<file path="src/rtl/jk_cmd_seq.sv">
// Command sequencer for a downstream JK flip-flop: queues hold/reset/set/toggle
// commands, drives registered j/k levels, and checks the flop's q against a model.
module jk_cmd_seq #(
   parameter int unsigned DEPTH = 4,
   parameter int unsigned LEN_W = 4
) (
   input  logic             clk,
   input  logic             rst,
   input  logic             cmd_valid,
   output logic             cmd_ready,
   input  logic [1:0]       cmd_op,
   input  logic [LEN_W-1:0] cmd_len,
   output logic             j,
   output logic             k,
   input  logic             q_fb,
   output logic             q_exp,
   output logic             busy,
   output logic             done,
   output logic             mismatch
);

   localparam int unsigned OP_W  = 2;
   localparam int unsigned ENT_W = OP_W + LEN_W;
   localparam int unsigned AW    = (DEPTH > 1) ? $clog2(DEPTH) : 1;
   localparam int unsigned CW    = $clog2(DEPTH + 1);

   typedef enum logic {
      S_IDLE  = 1'b0,
      S_DRIVE = 1'b1
   } state_t;

   // command FIFO storage and bookkeeping
   logic [ENT_W-1:0] mem [DEPTH];
   logic [AW-1:0]    wr_ptr;
   logic [AW-1:0]    rd_ptr;
   logic [CW-1:0]    count;
   logic [CW-1:0]    count_d;
   logic             push_c;
   logic             pop_c;
   logic             empty_c;
   logic [ENT_W-1:0] head_c;
   logic [OP_W-1:0]  head_op_c;
   logic [LEN_W-1:0] head_len_c;

   // sequencer state
   state_t           state;
   state_t           state_d;
   logic [OP_W-1:0]  op_r;
   logic [OP_W-1:0]  op_d;
   logic [LEN_W-1:0] rem_r;
   logic [LEN_W-1:0] rem_d;

   assign push_c     = cmd_valid && cmd_ready && !rst;
   assign empty_c    = (count == '0);
   assign head_c     = mem[rd_ptr];
   assign head_op_c  = head_c[ENT_W-1:LEN_W];
   assign head_len_c = head_c[LEN_W-1:0];

   always_comb begin
      count_d = count;
      case ({push_c, pop_c})
         2'b10:   count_d = count + CW'(1);
         2'b01:   count_d = count - CW'(1);
         default: count_d = count;
      endcase
   end

   always_ff @(posedge clk) begin
      if (push_c) begin
         mem[wr_ptr] <= {cmd_op, cmd_len};
      end
   end

   // pointers wrap naturally since DEPTH is a power of two
   always_ff @(posedge clk) begin
      if (rst) begin
         wr_ptr    <= '0;
         rd_ptr    <= '0;
         count     <= '0;
         cmd_ready <= 1'b1;
      end else begin
         if (push_c) begin
            wr_ptr <= wr_ptr + AW'(1);
         end
         if (pop_c) begin
            rd_ptr <= rd_ptr + AW'(1);
         end
         count     <= count_d;
         cmd_ready <= (count_d != CW'(DEPTH));
      end
   end

   // next-state: load on pop, count down, chain into the next command without a gap
   always_comb begin
      state_d = state;
      op_d    = op_r;
      rem_d   = rem_r;
      pop_c   = 1'b0;
      case (state)
         S_IDLE: begin
            if (!empty_c) begin
               pop_c   = 1'b1;
               op_d    = head_op_c;
               rem_d   = head_len_c;
               state_d = S_DRIVE;
            end
         end
         S_DRIVE: begin
            if (rem_r != '0) begin
               rem_d = rem_r - LEN_W'(1);
            end else if (!empty_c) begin
               pop_c = 1'b1;
               op_d  = head_op_c;
               rem_d = head_len_c;
            end else begin
               op_d    = '0;
               state_d = S_IDLE;
            end
         end
         default: begin
            state_d = S_IDLE;
         end
      endcase
   end

   // outputs are registered from the next-state so they line up with the drive cycle
   always_ff @(posedge clk) begin
      if (rst) begin
         state <= S_IDLE;
         op_r  <= '0;
         rem_r <= '0;
         j     <= 1'b0;
         k     <= 1'b0;
         busy  <= 1'b0;
         done  <= 1'b0;
      end else begin
         state <= state_d;
         op_r  <= op_d;
         rem_r <= rem_d;
         j     <= (state_d == S_DRIVE) && op_d[1];
         k     <= (state_d == S_DRIVE) && op_d[0];
         busy  <= (state_d == S_DRIVE);
         done  <= (state_d == S_DRIVE) && (rem_d == '0);
      end
   end

   // reference JK model and sticky comparison against the real flop
   always_ff @(posedge clk) begin
      if (rst) begin
         q_exp    <= 1'b0;
         mismatch <= 1'b0;
      end else begin
         if (q_fb != q_exp) begin
            mismatch <= 1'b1;
         end
         case ({j, k})
            2'b01:   q_exp <= 1'b0;
            2'b10:   q_exp <= 1'b1;
            2'b11:   q_exp <= ~q_exp;
            default: q_exp <= q_exp;
         endcase
      end
   end

endmodule
</file>
<file path="config.mk">
export PLATFORM = sky130hd
export DESIGN_NAME = jk_cmd_seq
export DESIGN_NICKNAME = d
export VERILOG_FILES = /design/src/rtl/jk_cmd_seq.sv
export SDC_FILE = /design/constraint.sdc
export NUM_CORES = 1
export LEC_CHECK = 0
export ABC_CLOCK_PERIOD_IN_PS = 5000
export CAP_MARGIN = 20
export CORE_MARGIN = 2
export CORE_UTILIZATION = 50
export CTS_BUF_LIST = sky130_fd_sc_hd__clkbuf_4 sky130_fd_sc_hd__clkbuf_8 sky130_fd_sc_hd__clkbuf_16
export CTS_CLUSTER_DIAMETER = 120
export CTS_CLUSTER_SIZE = 14
export DETAILED_ROUTE_END_ITERATION = 8
export HOLD_SLACK_MARGIN = 0.15
export PLACE_DENSITY = 0.71
export SLEW_MARGIN = 10
export SYNTH_ARGS = -nofsm -noshare
export SYNTH_HDL_FRONTEND = slang
export SYNTH_SLANG_ARGS = --single-unit
export TNS_END_PERCENT = 10
</file>
<file path="constraint.sdc">
create_clock -name clk -period 5 [get_ports clk]
set_clock_uncertainty 0.05 [all_clocks]
set_input_delay 0.75 -clock clk [delete_from_list [all_inputs] [get_ports clk]]
set_output_delay 0.75 -clock clk [all_outputs]
set_load 0.05 [all_outputs]
</file>
### After elaboration in Yosys (flattened, before gate mapping)

Memories as Yosys holds them, arrays and structs flattened. A register that Yosys moved wholly into a read port is not among the register bits.
Cells that the tools add are included.

| storage, ports and cells | value |
|---|---|
| bits in registers | 20 |
| RAM bits | 24 |
| input port bits | 10 |
| output and inout port bits | 7 |
| logic and storage cells | 55 |
| memories | 1 |

| cells by class | value |
|---|---|
| add/subtract/negate cells | 5 |
| equality and inequality tests | 7 |
| mux-type cells | 18 |
| bitwise gates (word level) | 2 |
| reduce and logical (&&, ||, !) cells | 10 |

Memories:

| memory | words | width | read ports | clocked after Yosys merged registers in | wr ports | RTL line | RTL |
|---|---|---|---|---|---|---|---|
| mem | 4 | 6 | 1 | 1 | 1 | 33 | `logic [ENT_W-1:0] mem [DEPTH];` |

Operators by type and width:

| kind | count |
|---|---|
| $mux W2 | 5 |
| $mux W4 | 2 |
| $pmux W4 S2 | 1 |
| $eq A2 B2 Y1 const B | 3 |
| $pmux W3 S2 | 1 |
| $logic_and A1 B1 Y1 | 5 |
| $mux W1 | 5 |
| $add A2 B1 Y2 const B | 2 |
| $eq A2 B1 Y1 const B | 2 |
| $logic_not A4 Y1 | 1 |
| $pmux W1 S2 | 2 |
| $pmux W2 S2 | 1 |
| $reduce_bool A4 Y1 | 1 |
| $sub A4 B1 Y4 const B | 1 |
| $add A3 B1 Y3 const B | 1 |
| $logic_not A3 Y1 | 1 |
| $ne A3 B3 Y1 const B | 1 |
| $pmux W1 S3 | 1 |
| $reduce_bool A3 Y1 | 1 |
| $sub A3 B1 Y3 const B | 1 |
| $not A1 Y1 | 2 |
| $logic_not A1 Y1 | 1 |
| $ne A1 B1 Y1 | 1 |

### Longest topological paths before layout

Gate-level depths: netlist (run 1).

| depth | value |
|---|---|
| depth in word-level cells | 7 |
| depth in mapped cells | 12 |
| mapped depth without buffers | 11 |

### Least setup slack after synthesis (run 1)

No wires, ideal clock.

| timing path | value |
|---|---|
| kind | register to register |
| start point | register rem_r[0] |
| end point | register cmd_ready |
| data arrival time | 2.571 ns |
| required time | 4.832 ns |
| setup slack | 2.261 ns |
| cell stages (with the launch flop) | 13 |
| path buffers | 1 |
| period minus slack after synthesis | 2.739 ns |
| cells stage by stage | dfxtp_1 > inv_1 > ha_1 > or3b_4 > buf_12 > a21oi_2 > ha_1 > inv_1 > fa_1 > xor2_1 > or3_1 > a21oi_1 > nand2b_1 |

| between the ends | value |
|---|---|
| longest elaborated chain between the ends | 6 |
| elaborated cells on any way between the ends | 7 |
| those cells by class | eq/ne: 3; mux: 3; reduce/logical: 1 |

RTL lines:

| item | RTL line | RTL |
|---|---|---|
| from (decl) | 50 | `logic [LEN_W-1:0] rem_r;` |
| from (signal assigned) | 139 | `rem_r <= rem_d;` |
| $reduce_bool A4 Y1 * | 109 | `if (rem_r != '0) begin` |
| $mux W1 * | 109 |  |
| $pmux W1 S2 * | 99 | `case (state)` |
| $eq A2 B1 Y1 / $eq A2 B2 Y1 (equally long branches) | 61 | `case ({push_c, pop_c})` |
| $pmux W3 S2 * | 61 |  |
| $ne A3 B3 Y1 * | 89 | `cmd_ready <= (count_d != CW'(DEPTH));` |
| to (signal assigned) | 89 |  |
| to (decl) | 10 | `output logic cmd_ready,` |

Every way passes the cells marked *; elsewhere a longest branch is shown, timed or not.
A chain may end at the register's enable or synchronous reset.

### Worst setup path in the final report (run 1)

| timing path | value |
|---|---|
| start point | input port rst |
| end point | register cmd_ready |

| between the ends | value |
|---|---|
| longest elaborated chain between the ends | 5 |
| elaborated cells on any way between the ends | 6 |
| those cells by class | eq/ne: 3; mux: 1; reduce/logical: 2 |

RTL lines:

| item | RTL line | RTL |
|---|---|---|
| from (decl) | 8 | `input logic rst,` |
| $logic_not A1 Y1 | 53 | `assign push_c = cmd_valid && cmd_ready && !rst;` |
| $logic_and A1 B1 Y1 | 53 |  |
| $eq A2 B1 Y1 / $eq A2 B2 Y1 (equally long branches) | 61 |  |
| $pmux W3 S2 | 61 |  |
| $ne A3 B3 Y1 | 89 |  |

Several ways; a longest one is shown, not always the timed one.

==> results of run 1 <==
==> state kept, by name, summed over array words and instances (netlist names), named ones only <==
name,count
cmd_ready,1
state,1
rd_ptr,2
done,1
mem,24
rem_r,4
op_r,2
q_exp,1
j,1
count,3
mismatch,1
k,1
wr_ptr,2
==> how the worst max path moves through the flow <==
stage,end,slack (ns),depth (start not counted)
3_5_place_dp,cmd_ready$_SDFF_PP1_,1.52,10
4_1_cts,cmd_ready$_SDFF_PP1_,1.85,10
5_1_grt,cmd_ready$_SDFF_PP1_,1.64,10
2_1_floorplan,cmd_ready$_SDFF_PP1_,2.26,12
3_3_place_gp,cmd_ready$_SDFF_PP1_,1.63,10
6_report,cmd_ready$_SDFF_PP1_,1.85,10
==> per-layer routing <==
metal  routed length, um  global-route usage  vias to the layer above  part of all wire
li1                    -                   -                      574                 -
met1                1360               0.190                      541              0.46
met2                1430               0.274                       22              0.48
met3                 128              0.0562                        6             0.043
met4                  53              0.0612                        0             0.018
met5                   0                   0                        -                 0
==> where the power goes <==
group	switching (mW)	total [mW]	internal (mW)
logic	0.279	0.490	0.211
registers	0.0704	0.546	0.475
clock network	0.108	0.223	0.115
==> kinds of logic after synthesis <==
logic type,synth area share
buffers and inverters,0.0450
adder cells (fa/ha/maj),0.0489
AO/OA/AOI/OAI,0.0875
AND/OR/NAND/NOR,0.111
XOR/XNOR,0.0270
multiplexers,0.0842
flip-flops,0.597
==> synthesized netlist by cell type (all sizes together) (6+ instances only) <==
| cell | count | area (um^2) |
|---|---|---|
| ha | 6 | 75.1 |
| and2 | 6 | 37.5 |
| nor2 | 12 | 45.0 |
| a21oi | 6 | 33.8 |
| mux4 | 6 | 154 |
| nand2 | 6 | 22.5 |
| dfxtp | 22 | 440 |
| inv | 11 | 41.3 |
| edfxtp | 24 | 721 |
==> final cells by class <==
type                    instances  share of cell area
clock buffers                   8              0.0413
inverters                      11              0.0187
flip-flops and latches         46               0.525
multi-input cells              85               0.315
repair buffers                 16              0.0724
well taps                      48              0.0272
==> tightest hold or removal path, cell delays in order (launching register included) <==
cell and delay [ns]:
dfxtp_1 0.33, nor2_1 0.05, nor2_1 0.06
==> placed cells by master (no fill, tap or decap), types with 2 or more instances in the layout <==
cell,count
xor2_1,4
o31ai_1,3
clkbuf_4,3
dfxtp_1,22
edfxtp_1,24
or3_1,2
a211o_1,2
o21ai_0,4
a21oi_1,5
ha_1,6
a22oi_1,2
clkbuf_8,5
nand2_1,6
mux4_1,5
clkdlybuf4s50_1,16
nand3_1,2
nor2b_1,3
o211ai_1,2
inv_1,11
xnor2_1,2
and2_1,6
a211oi_1,4
nor2_1,12
==> stage by stage <==
step	utilization	cells	power, mW	setup WS [ns]
floorplan	-	148	0.957	2.26
CTS	0.599	214	1.27	1.85
detailed placement	0.575	206	1.05	1.52
global placement	0.575	206	1.03	1.63
finish	0.599	214	1.26	1.85
global route	0.599	214	1.35	1.64
==> impl_results.md, run 1 <==
- Sequential area share after synthesis: 0.597
- Reg-to-reg startpoint: rem_r[0]$_SDFF_PP0_
- CP startpoint: rst
- Final Cell Area: 2210 um^2
- Resize count post-CTS: 0
- Detail Placement HPWL: 2.22 mm
- Filler cells: 302
- Worst skew pair latency: 0.29 ns
- Ys Warns: 0
- Antenna violations before repair: 0
- CTS tree: built
- Status: finished, final reports clean
- Multi-input logic area: 697 um^2
- Rows: 22
- Arrival time at the worst endpoint: 3.28 ns
- Final hold slack: 0.420 ns
- Fmax: 317 MHz
- Slew HR: 0.577
- Routed wirelength normalized by instance count: 13.9 um
- Synth Flop Type: edfxtp_1
- I/O Pins: 17
- IO Port Bufs: 16
- Setup Crit Path Kind: input pin to register
- CP max FO: 19
- CTS clk-pin slew, worst paths: 0.07 ns
- Unique masters post-synth: 38
- Worst Max-Slew Pin Slew: 0.633 ns
- DP Area: 2120 um^2
- Die X-Extent: 66.4 um
- Period utilization: 0.630
- Cell mode on critical path: inv_1
- RSZ-0062 raised after global routing: no
- Clock net sink count: 46
- Chip Height: 66.4 um
- Total Wirelength: 2.97 mm
- Cells on worst reg2reg path: 11
- Fin nets: 182
- Diodes inserted: 0
- Clk root buf: clkbuf_8
- Router iterations before antenna repair: 4
- Post-Syn Area: 1950 um^2
- # hold bufs at CTS: 0
- Vias: 1143
- CP max stage cell: clkdlybuf4s50_1
- Asr flop ratio synth: 0
- Syn_nets: 165
- Hold path depth: 2
- Critical R2R Capture: cmd_ready$_SDFF_PP1_
- Slew Limit Fails: 0
- Area of the core: 3690 um^2
- Crit path buffers/inverters: 3
- Crit path max-delay family: buffers and inverters
- Crit path time final: 3.15 ns
- WP data required: 5.13 ns
- Final Wtd Congestion: 0.826
- Static Leakage: 0.797 nW
- Final hold vios: 0
- Yosys reg bits: 46
- Die footprint: 4410 um^2
- Gr usage total: 0.162
- Vias in the first global route: 1114
- Setup TNS: 0 ns
- Hold Startpoint: mismatch$_SDFFE_PP0P_
- Min-Delay Path Class: register to register
- Layout cells sized above 1: 0.0723
- Post-synth EDFFs: 24
- CP Cell Sequence: clkdlybuf4s50_1 > nor2_1 > inv_1 > ha_1 > inv_1 > fa_1 > xor2_1 > or3_1 > a21oi_1 > nand2b_1
- WHS Endpoint: mismatch$_SDFFE_PP0P_
- Largest net degree at the start of global routing: 20
- DR vias/cell: 5.34
- Clock Path Buffers: 2
- Synth Area per Inst: 13.1 um^2
- DR iter-0 viols: 80
- Drt drc: 0
- Initial Utilization: 0.527
- Maxcap violations: 0
- Worst VDD drop: 0.281 mV
- CTS H-tree depth: 2
- Grt ovf: 0
- Setup-failing EPs final: 0
- TritonCTS Buffers: 5
- First-pass GRT wire length: 5.09 mm
- Max incr delay on CP: 0.87 ns
- Antenna-violating nets left: 0
- Post-CTS Setup Inserts: 0
- CP endpoint kind: register
- PD cells: 569 nW/um^2
- FF/Latch Area: 1160 um^2
- Flop-to-flop setup slack: 2.13 ns
- Synth-to-Final Area Change: 13.6%
- Startpoint Class: input pin
- Cells after Synth: 148
Note: power is estimated with default switching activity, not from simulation.
==> run 2, diff against run 1 <==
--- a/config.mk
+++ b/config.mk
@@ -5,7 +5,7 @@
 export SDC_FILE = /design/constraint.sdc
 export NUM_CORES = 1
 export LEC_CHECK = 0
-export ABC_CLOCK_PERIOD_IN_PS = 5000
+export ABC_CLOCK_PERIOD_IN_PS = 2700
 export CAP_MARGIN = 20
 export CORE_MARGIN = 2
 export CORE_UTILIZATION = 50
@@ -14,7 +14,7 @@
 export CTS_CLUSTER_SIZE = 14
 export DETAILED_ROUTE_END_ITERATION = 8
 export HOLD_SLACK_MARGIN = 0.15
-export PLACE_DENSITY = 0.71
+export PLACE_DENSITY = 0.73
 export SLEW_MARGIN = 10
 export SYNTH_ARGS = -nofsm -noshare
 export SYNTH_HDL_FRONTEND = slang
==> constraint.sdc (replaced) <==
create_clock -name clk -period 2.7 [get_ports clk]
set_clock_uncertainty 0.05 [all_clocks]
set_input_delay 0.405 -clock clk [delete_from_list [all_inputs] [get_ports clk]]
set_output_delay 0.405 -clock clk [all_outputs]
set_load 0.05 [all_outputs]
==> run 2 against run 1 <==
  * Power increased by 110%
  * Routed wire length is 9.2% higher
  * Critical endpoint unchanged
  * Sequential share of layout area decreased by 2.6 points
  * Non-clock buffer count up 5
  * Clock-buffer cell count is 3 lower
==> impl_results.md, run 2 (same netlist as run 1, synthesis figures left out) <==
- Status: finished, final reports clean (unchanged)
- Setup TNS: 0 ns (unchanged)
- Arrival time at the worst endpoint: 2.75 ns (was 3.28 ns)
- Layout cells sized above 1: 0.111 (was 0.0723)
- Grt ovf: 0 (unchanged)
- Chip Height: 66.4 um (unchanged)
- Worst skew pair latency: 0.30 ns (was 0.29 ns)
- Crit path buffers/inverters: 2 (was 3)
- Final hold slack: 0.422 ns (was 0.420 ns)
- Most flop-heavy register: mem (unchanged)
- Cells on worst reg2reg path: 11 (unchanged)
- Critical Path End: cmd_ready$_SDFF_PP1_ (unchanged)
- Area of the core: 3690 um^2 (unchanged)
- Routed wirelength normalized by instance count: 14.8 um (was 13.9 um)
- WP data required: 2.85 ns (was 5.13 ns)
- Final Wtd Congestion: 0.831 (was 0.826)
- Worst Setup Slack, final: 0.0990 ns (was 1.85 ns)
- Gr usage total: 0.172 (was 0.162)
- Commonest non-fill, non-tap cell in the layout: edfxtp_1 (unchanged)
- Initial Utilization: 0.527 (unchanged)
- Largest net degree at the start of global routing: 19 (was 20)
- Maxcap violations: 0 (unchanged)
- Min-Delay Path Class: register to register (unchanged)
- CP endpoint kind: register (unchanged)
- Clock net sink count: 46 (unchanged)
- Clock Power Share: 0.223 (was 0.178)
- Pwr Total: 2.64 mW (was 1.26 mW)
- Reg-to-reg startpoint: rem_r[0]$_SDFF_PP0_ (unchanged)
- Most frequent cells in the layout: 24 x edfxtp_1, 22 x dfxtp_1, 16 x clkdlybuf4s50_1 (unchanged)
- Crit path max-delay family: simple AND/OR/NAND/NOR gates (was buffers and inverters)
- Finished Layout Cells: 219 (was 214)
- CTS tree: built (unchanged)
- Setup-failing EPs final: 0 (unchanged)
- Critical path depth: 11 (was 10)
- Critical R2R Capture: cmd_ready$_SDFF_PP1_ (unchanged)
- Max incr delay on CP: 0.40 ns (was 0.87 ns)
- Rows: 22 (unchanged)
- CTS clk-pin slew, worst paths: 0.08 ns (was 0.07 ns)
- Slew HR: 0.630 (was 0.577)
- Flop pwr share: 0.383 (was 0.434)
- Worst VDD drop: 0.480 mV (was 0.281 mV)
- Worst Max-Slew Pin Slew: 0.550 ns (was 0.633 ns)
- I/O Pins: 17 (unchanged)
- Router iterations before antenna repair: 4 (unchanged)
- TritonCTS Buffers: 5 (unchanged)
- Vias in the first global route: 1196 (was 1114)
- CP Cell Sequence: inv_1 > ha_4 > or3b_4 > a21oi_4 > ha_4 > inv_1 > fa_1 > xor2_1 > or3_1 > a21oi_2 > nand2b_1 (was clkdlybuf4s50_1 > nor2_1 > inv_1 > ha_1 > inv_1 > fa_1 > xor2_1 > or3_1 > a21oi_1 > nand2b_1)
- Largest regs: mem (24), rem_r (4), count (3) (unchanged)
- Die X-Extent: 66.4 um (unchanged)
- Fmax: 384 MHz
- CTS H-tree depth: 2 (unchanged)
- Diodes inserted: 0 (unchanged)
- Filler cells: 299 (was 302)
- Setup Crit Path Kind: register to register (was input pin to register)
- Period utilization: 0.963
- Flop-to-flop setup slack: 0.1 ns (was 2.13 ns)
- Die footprint: 4410 um^2 (unchanged)
- DR vias/cell: 5.35 (was 5.34)
- Vias: 1171 (was 1143)
- Switching fraction of total power: 0.348 (was 0.363)
- FF/Latch Area: 1160 um^2 (unchanged)
- Startpoint Class: register (was input pin)
- Multi-input logic area: 733 um^2 (was 697 um^2)
- Antenna-violating nets left: 0 (unchanged)
- Slew Limit Fails: 0 (unchanged)
- Static Leakage: 0.841 nW (was 0.797 nW)
- Total Wirelength: 3.25 mm (was 2.97 mm)
- Net Sw Power: 921 uW (was 457 uW)
- Crit path time final: 2.60 ns
- Detail Placement HPWL: 2.24 mm (was 2.22 mm)
- DP Area: 2150 um^2 (was 2120 um^2)
- First-pass GRT wire length: 5.49 mm (was 5.09 mm)
- Fin util: 0.631 (was 0.599)
- Synth-to-Final Area Change: 19.5% (was 13.6%)
- DR iter-0 viols: 68 (was 80)
- Logic pwr share: 0.394 (was 0.389)
- Final hold vios: 0 (unchanged)
- Antenna violations before repair: 0 (unchanged)
- Pint: 1.72 mW (was 802 uW)
- Largest register FFs: 24 (unchanged)
- Placed cells: 209 (was 206)
- CP max stage cell: or3b_4 (was clkdlybuf4s50_1)
- # hold bufs at CTS: 0 (unchanged)
- PD cells: 1140 nW/um^2 (was 569 nW/um^2)
- Clk root buf: clkbuf_8 (unchanged)
- IO Port Bufs: 16 (unchanged)
- Fin nets: 187 (was 182)
- Setup slack after placement: -0.0229 ns (was 1.52 ns)
- Clock Path Buffers: 2 (unchanged)
- CP startpoint: rem_r[0]$_SDFF_PP0_ (was rst)
- Drt drc: 0 (unchanged)
- Final Cell Area: 2330 um^2 (was 2210 um^2)
- CP max FO: 4 (was 19)
run 2: metal layers:
metal  global-route usage  part of all wire  vias up
li1                     -                 -      581
met4               0.0612             0.016        0
met1                0.199              0.44      563
met3               0.0562             0.038        7
met5                    0                 0        -
met2                0.296              0.51       20
run 2: tightest hold or removal path: cells and delay by family (launching register included):
kind / cells / cell delay, ns
flip-flops: 1 / 0.33
AND/OR/NAND/NOR: 2 / 0.11
run 2: power by group through the flow:
stage               sequential (mW)  clock [mW]  combinational, mW
floorplan                      1.09           0              0.699
global placement               1.02           0              0.924
detailed placement             1.03           0              0.947
CTS                            1.01       0.596              0.972
global route                   1.04       0.629               1.15
finish                         1.01       0.590               1.04
run 2: final cells by class:
| class | instances | area share |
|---|---|---|
| Multi-Input combinational cell | 85 | 0.315 |
| Timing Repair Buffer | 21 | 0.0850 |
| Inverter | 11 | 0.0178 |
| Clock buffer | 5 | 0.0296 |
| Sequential cell | 46 | 0.499 |
| Tap cell | 48 | 0.0258 |
| Clock inverter | 3 | 0.0274 |
run 2: worst min-delay path by stage:
| stage | from | to | slack (ns) | cells after the start |
|---|---|---|---|---|
| finish | mismatch$_SDFFE_PP0P_ | mismatch$_SDFFE_PP0P_ | 0.42 | 2 |
| detailed placement | mismatch$_SDFFE_PP0P_ | mismatch$_SDFFE_PP0P_ | 0.41 | 2 |
| global placement | mismatch$_SDFFE_PP0P_ | mismatch$_SDFFE_PP0P_ | 0.40 | 2 |
| global route | mismatch$_SDFFE_PP0P_ | mismatch$_SDFFE_PP0P_ | 0.48 | 2 |
| CTS | mismatch$_SDFFE_PP0P_ | mismatch$_SDFFE_PP0P_ | 0.43 | 2 |
| floorplan | op_r[0]$_SDFF_PP0_ | op_r[0]$_SDFF_PP0_ | 0.42 | 2 |
run 2: repair_timing:
item,4_1_cts,5_1_grt
resized for setup,0,5
setup endpoints to repair,1,2
pin swaps,0,2
setup buffers,1,1
